==> config.mk <==
export PLATFORM = sky130hd
export DESIGN_NAME = id_ex_hazard_unit
export DESIGN_NICKNAME = d
export VERILOG_FILES = /design/src/rtl/id_ex_hazard_unit_pkg.sv /design/src/rtl/id_ex_hazard_unit_cnt_sat.sv /design/src/rtl/id_ex_hazard_unit.sv
export SDC_FILE = /design/constraint.sdc
export NUM_CORES = 1
export LEC_CHECK = 0
export BUFFER_PORTS_ARGS = -buffer_cell sky130_fd_sc_hd__buf_2
export CAP_MARGIN = 10
export CORE_ASPECT_RATIO = 0.75
export CORE_MARGIN = 2
export CORE_UTILIZATION = 35
export DETAILED_ROUTE_END_ITERATION = 12
export GPL_TIMING_DRIVEN = 0
export PLACE_DENSITY = 0.66
export SYNTH_ARGS = -nofsm -noshare
export SYNTH_HDL_FRONTEND = slang
export SYNTH_SLANG_ARGS = --single-unit
==> constraint.sdc <==
create_clock -name clk -period 2.7 [get_ports clk]
set_input_delay 0.54 -clock clk [delete_from_list [all_inputs] [get_ports clk]]
set_output_delay 0.54 -clock clk [all_outputs]
set_load 0.005 [all_outputs]
==> src/rtl/id_ex_hazard_unit_pkg.sv <==
// Shared pipeline definitions for the ID/EX hazard controller.
//   hz_state_e : front-end sequencing state (RUN / MC_BUSY)
//   EX_W/M_W/WB_W : default widths of the EX, MEM and WB control fields
//   REG_ZERO   : architectural zero register. It never carries a real dependency.
package id_ex_hazard_unit_pkg;

  typedef enum logic {
    RUN     = 1'b0,
    MC_BUSY = 1'b1
  } hz_state_e;

  localparam int EX_W = 7;
  localparam int M_W  = 4;
  localparam int WB_W = 2;

  localparam logic [4:0] REG_ZERO = 5'd0;

  // The source operand depends on the load only when it is actually read.
  function automatic logic src_hit(input logic uses, input logic [4:0] src, input logic [4:0] dst);
    return uses && (src == dst);
  endfunction

endpackage

==> src/rtl/id_ex_hazard_unit_cnt_sat.sv <==
// hazard_cnt_sat: W-bit up counter with enable.
// It stops at all-ones and does not wrap.
//   clk   in  clock, rising edge
//   rst   in  asynchronous active-high reset, clears count
//   en    in  count this cycle
//   count out current value
module hazard_cnt_sat #(
  parameter int W = 32
) (
  input  logic         clk,
  input  logic         rst,
  input  logic         en,
  output logic [W-1:0] count
);

  always_ff @(posedge clk or posedge rst) begin
    if (rst)                       count <= '0;
    else if (en && (count != '1))  count <= count + W'(1);
  end

endmodule

==> src/rtl/id_ex_hazard_unit.sv <==
// id_ex_hazard_unit: controls the writer side of the ID/EX pipeline register.
// Each cycle, ID/EX does one of three things:
//   - capture the decoded instruction,
//   - capture a bubble (all control fields zero),
//   - hold its current contents.
// The unit handles three hazard cases:
//   - load-use stalls,
//   - taken-branch flushes,
//   - multi-cycle EX occupancy (mult/div).
// It also drives the PC, IF/ID and EX/MEM controls.
// Ports:
//   clk, rst                   clock, async active-high reset
//   id_rs/id_rt/id_uses_rs/rt  source operands of the instruction in ID
//   id_ctrl_ex/_m/_wb          decoded control fields
//   idex_mem_read, idex_rt     load currently in ID/EX and its destination register
//   ex_branch_taken            branch resolved taken in EX
//   ex_mc_start                one-cycle pulse: a multi-cycle op entered EX
//   pc_write_en, ifid_write_en, ifid_flush, idex_write_en  front-end enables
//   idex_ctrl_ex/_m/_wb        control written into ID/EX (zero on a bubble)
//   exmem_bubble               EX/MEM captures zero control
//   mc_busy                    multi-cycle op in progress
//   stall_cycles               saturating count of cycles with pc_write_en=0
module id_ex_hazard_unit
  import id_ex_hazard_unit_pkg::hz_state_e, id_ex_hazard_unit_pkg::RUN,
         id_ex_hazard_unit_pkg::MC_BUSY, id_ex_hazard_unit_pkg::REG_ZERO,
         id_ex_hazard_unit_pkg::src_hit;
#(
  parameter int MC_LATENCY = 4,  // must be >= 2
  parameter int CNT_W      = 32,
  parameter int EX_W       = id_ex_hazard_unit_pkg::EX_W,
  parameter int M_W        = id_ex_hazard_unit_pkg::M_W,
  parameter int WB_W       = id_ex_hazard_unit_pkg::WB_W
) (
  input  logic             clk,
  input  logic             rst,
  input  logic [4:0]       id_rs,
  input  logic [4:0]       id_rt,
  input  logic             id_uses_rs,
  input  logic             id_uses_rt,
  input  logic [EX_W-1:0]  id_ctrl_ex,
  input  logic [M_W-1:0]   id_ctrl_m,
  input  logic [WB_W-1:0]  id_ctrl_wb,
  input  logic             idex_mem_read,
  input  logic [4:0]       idex_rt,
  input  logic             ex_branch_taken,
  input  logic             ex_mc_start,
  output logic             pc_write_en,
  output logic             ifid_write_en,
  output logic             ifid_flush,
  output logic             idex_write_en,
  output logic [EX_W-1:0]  idex_ctrl_ex,
  output logic [M_W-1:0]   idex_ctrl_m,
  output logic [WB_W-1:0]  idex_ctrl_wb,
  output logic             exmem_bubble,
  output logic             mc_busy,
  output logic [CNT_W-1:0] stall_cycles
);

  localparam int MC_W = $clog2(MC_LATENCY + 1);

  hz_state_e       state_q, state_d;
  logic [MC_W-1:0] mc_cnt_q, mc_cnt_d;
  logic            load_use;

  assign load_use = idex_mem_read && (idex_rt != REG_ZERO) &&
                    (src_hit(id_uses_rs, id_rs, idex_rt) || src_hit(id_uses_rt, id_rt, idex_rt));

  // State register
  always_ff @(posedge clk or posedge rst) begin
    if (rst) begin
      state_q  <= RUN;
      mc_cnt_q <= '0;
    end else begin
      state_q  <= state_d;
      mc_cnt_q <= mc_cnt_d;
    end
  end

  // Next state. The start cycle is the first freeze cycle, so
  // MC_LATENCY-1 cycles remain in MC_BUSY.
  always_comb begin
    state_d  = state_q;
    mc_cnt_d = mc_cnt_q;
    case (state_q)
      RUN: begin
        if (!ex_branch_taken && ex_mc_start) begin
          state_d  = MC_BUSY;
          mc_cnt_d = MC_W'(MC_LATENCY - 1);
        end
      end
      MC_BUSY: begin
        if (mc_cnt_q == MC_W'(1)) begin
          state_d  = RUN;
          mc_cnt_d = '0;
        end else begin
          mc_cnt_d = mc_cnt_q - MC_W'(1);
        end
      end
      default: begin
        state_d  = RUN;
        mc_cnt_d = '0;
      end
    endcase
  end

  // Outputs. On the last MC_BUSY cycle (mc_cnt==1), EX/MEM takes the result.
  // The front end stays frozen for that cycle, so the total freeze is
  // MC_LATENCY cycles. Write enables return when the state is back in RUN.
  always_comb begin
    pc_write_en   = 1'b1;
    ifid_write_en = 1'b1;
    ifid_flush    = 1'b0;
    idex_write_en = 1'b1;
    idex_ctrl_ex  = id_ctrl_ex;
    idex_ctrl_m   = id_ctrl_m;
    idex_ctrl_wb  = id_ctrl_wb;
    exmem_bubble  = 1'b0;
    mc_busy       = 1'b0;
    if (rst) begin
      pc_write_en   = 1'b0;
      ifid_write_en = 1'b0;
      idex_write_en = 1'b0;
      idex_ctrl_ex  = '0;
      idex_ctrl_m   = '0;
      idex_ctrl_wb  = '0;
      exmem_bubble  = 1'b1;
    end else if (state_q == MC_BUSY) begin
      pc_write_en   = 1'b0;
      ifid_write_en = 1'b0;
      idex_write_en = 1'b0;
      idex_ctrl_ex  = '0;
      idex_ctrl_m   = '0;
      idex_ctrl_wb  = '0;
      exmem_bubble  = (mc_cnt_q != MC_W'(1));
      mc_busy       = 1'b1;
    end else if (ex_branch_taken) begin
      // Kill both wrong-path instructions: IF/ID gets a NOP, ID/EX gets a bubble.
      ifid_flush    = 1'b1;
      idex_ctrl_ex  = '0;
      idex_ctrl_m   = '0;
      idex_ctrl_wb  = '0;
    end else if (ex_mc_start) begin
      pc_write_en   = 1'b0;
      ifid_write_en = 1'b0;
      idex_write_en = 1'b0;
      idex_ctrl_ex  = '0;
      idex_ctrl_m   = '0;
      idex_ctrl_wb  = '0;
      exmem_bubble  = 1'b1;
    end else if (load_use) begin
      // The bubble enters ID/EX, which clears idex_mem_read.
      // This limits the stall to a single cycle.
      pc_write_en   = 1'b0;
      ifid_write_en = 1'b0;
      idex_ctrl_ex  = '0;
      idex_ctrl_m   = '0;
      idex_ctrl_wb  = '0;
    end
  end

  hazard_cnt_sat #(.W(CNT_W)) u_stall_cnt (
    .clk   (clk),
    .rst   (rst),
    .en    (~pc_write_en),
    .count (stall_cycles)
  );

  // A multi-cycle start that coincides with a taken branch is a wrong-path op.
  // The branch wins; this case should never happen in a correct decoder.
  a_no_branch_mc: assert property (@(posedge clk) disable iff (rst)
    (state_q == RUN && ex_branch_taken) |-> !ex_mc_start);

  a_uses_known: assert property (@(posedge clk) disable iff (rst)
    !$isunknown({id_uses_rs, id_uses_rt}));

endmodule
==> run metrics <==
sequential element share of the synthesized area=0.433; DRC Markers=0; Syn Nets=240; Fin Clk Skew=0.00555 ns; final core utilization=0.475; Clock power frac=0.240; setup ws final=0.173 ns; Worst path most repeated cell=buf_2; CP cell instances=buf_2 > nor4_2 > nand2_1 > a311oi_2 > clkbuf_2 > and2_1 > buf_2; Final ANT Viol Nets=0; DP Wirelength=3740 µm; Max Clk Rate=~400 MHz; nets@finish=333; I/O Pins=86; gpl congestion=0.761; core footprint=5770 µm²; total CTS buffers=5; Synth area leader=dfrtp_1; vias in the first global route=1753; clk_lat worst skew=a little under 0.3 ns; initial antenna violation count=0; worst-margin pin slew=0.870 ns; Power Internal=1.09 mW; dpl ws=-0.0337 ns; count of cell types in the netlist=40; worst vdd ir=between 0.2 and 0.3 mV; Final Critical Period=2.53 ns; Layout area overhead=31.5%; Top FF cell, synth=dfrtp_1; vias per cell=4.74; slowest stage cell, crit path=a311oi_2; WP data required=2.16 ns; CP Data Arrival Time=1.99 ns; Critical Setup Path Class=in -> out; Die Span X=just over 90 µm; top-area cell type share of the netlist area=0.433; YS warnings=0; Sw Pwr=557 µW; share of layout cells above drive strength 1=0.412; Initial Utilization=0.361; CP endpoint kind=output pin; crit path from=idex_rt[1]; CTS H-Tree Depth=2; top cells by area, synth=dfrtp_1 43%, xnor2_1 14%, and2_1 4.5%; Sw Ratio=0.338; Hold WC Path Type=in -> async; share of power burned in registers=0.442; Final Max Tran Viols=0; Cells after Synth=just over 200; area of the multi-input gates=1140 µm²; end point of the critical path=idex_ctrl_m[0]; Worst R2R Start=u_stall_cnt.count[0]$_DFFE_PP0P_; first-pass GRT wire length=7980 µm; status=completed; Buffers on Ports=85; commonest non-fill, non-tap cell in the layout=buf_2; final setup fails=0; slew margin rel.=0.420; r2r endpoint=u_stall_cnt.count[22]$_DFFE_PP0P_; total grt overflow=0; DR WL/cell=12.7 µm; Comb power frac=0.319; register area=901 µm²; drt pass-1 iters=4; First DRT Iteration DRCs=21; Post-CTS Setup Repair Bufs=0; Layout fillers=around 570; diodes inserted=0; period utilization=0.936; largest net degree at the start of global routing=23; GRT Util Overall=0.153; Die H=70.8 µm; Final Hold Vio Count=0; die area=6580 µm²; Leak=1.37 nW; RSZ-0062 raised after global routing=false; PwrDens=roughly 600 nW/µm²; CTS sink cnt=36; Max Cap Viol=0; post-synthesis average cell area=a little over 10 µm²; minimum hold slack=between 0.4 and 0.5 ns; TritonCTS clock tree=yes; commonest cells after routing, fill and taps aside=86 x buf_2, 36 x dfrtp_1, 34 x xnor2_1; Startpoint Class=input pin; Post-synth EDFFs=0; Clock transition at path regs=0.07 ns; Critical Path Fanout Max=10; Yosys reg bits=36; FP Rows=24; R2R cell count=8; CTS root buf=clkbuf_8; routed vias=1772; hold buffer count at CTS=0; reg-to-reg slack, setup=0.55 ns; synthesized area=between 2000 and 2500 µm²; Post-synth ARST share=1.00; max incr delay on CP=0.39 ns; Post-Route WL=4760 µm; Clock Path Buffers=2
worst min path at each step:
| stage | start | endpoint | slack (ns) | depth (start not counted) |
|---|---|---|---|---|
| floorplan | u_stall_cnt.count[23]$_DFFE_PP0P_ | u_stall_cnt.count[23]$_DFFE_PP0P_ | 0.48 | 1 |
| global placement | u_stall_cnt.count[23]$_DFFE_PP0P_ | u_stall_cnt.count[23]$_DFFE_PP0P_ | 0.48 | 1 |
| detailed placement | u_stall_cnt.count[23]$_DFFE_PP0P_ | u_stall_cnt.count[23]$_DFFE_PP0P_ | 0.48 | 1 |
| CTS | u_stall_cnt.count[23]$_DFFE_PP0P_ | u_stall_cnt.count[23]$_DFFE_PP0P_ | 0.49 | 1 |
| global route | u_stall_cnt.count[31]$_DFFE_PP0P_ | u_stall_cnt.count[31]$_DFFE_PP0P_ | 0.51 | 1 |
| finish | rst | mc_cnt_q[1]$_DFFE_PP0P_ | 0.48 | 2 |
flip-flops by register name, summed over array words and instances (netlist names):
signal and count:
mc_cnt_q 3, state_q 1, u_stall_cnt.count 32
area by class of cell:
type | instances | area share
plain buffers | 6 | 0.0160
clock buffers | 6 | 0.0302
clock inverters | 2 | 0.00366
inverters | 6 | 0.00823
multi-input cells | 154 | 0.416
flip-flops and latches | 36 | 0.329
well taps | 78 | 0.0357
repair buffers | 86 | 0.161
layer usage:
metal | up-vias | GRT usage | wire length, µm
met5 | - | 0 | 0
met4 | 0 | 0.0605 | 57
met3 | 5 | 0.0469 | 213
met2 | 33 | 0.247 | 2220
met1 | 839 | 0.192 | 2260
li1 | 895 | - | -
through the flow:
stage	total power [mW]	setup TNS, ns	area [µm²]	cells
after floorplan	1.05	0	2080	202
after CTS	1.66	0	2720	374
after global routing	1.76	0	2740	374
final	1.65	0	2740	374
after global placement	1.24	-0.531	2600	365
after detailed placement	1.25	-0.262	2620	366
critical path: cells and delay by family:
| kind | cells | cell delay [ns] |
|---|---|---|
| and+or+nand+nor | 3 | 0.58 |
| buffers and inverters | 3 | 0.49 |
| AOI/OAI and AO/OA | 1 | 0.39 |
cells in the mapped netlist, types with 3 or more instances:
cell	instances
and3_1	6
xnor2_1	34
a21oi_1	4
and4_1	4
nor4_1	3
and2_1	15
inv_1	6
nand4_1	15
nor2b_1	3
nand3_1	9
ha_1	3
nand2_1	16
nor3_1	3
dfrtp_1	36
xor2_1	6
nor2_1	6
nand3_2	6
what timing repair did:
| item | in CTS | in global routing |
|---|---|---|
| setup endpoints to repair | 10 | 10 |
| resized for setup | 2 | 3 |
| hold endpoints to repair | 0 | 0 |
| gates cloned | 0 | 0 |
power by group through the flow:
stage / logic (mW) / clock network (mW) / registers (mW)
after detailed placement: 0.520 / 0 / 0.734
after global placement: 0.505 / 0 / 0.732
after floorplan: 0.330 / 0 / 0.723
after CTS: 0.527 / 0.407 / 0.726
final: 0.524 / 0.395 / 0.727
after global routing: 0.590 / 0.429 / 0.746
logic make-up (layout without fill, tap and decap cells):
group,Yosys count,count (layout),share of synthesized area
muxes,2,2,0.0102
AOI/OAI and AO/OA,11,11,0.0409
and+or+nand+nor,98,98,0.298
buffers and inverters,12,106,0.0313
DFF,36,36,0.433
xor gates and xnor gates,40,40,0.168
adders and majority gates,3,3,0.0180
Power figures use the tool's default switching activity.
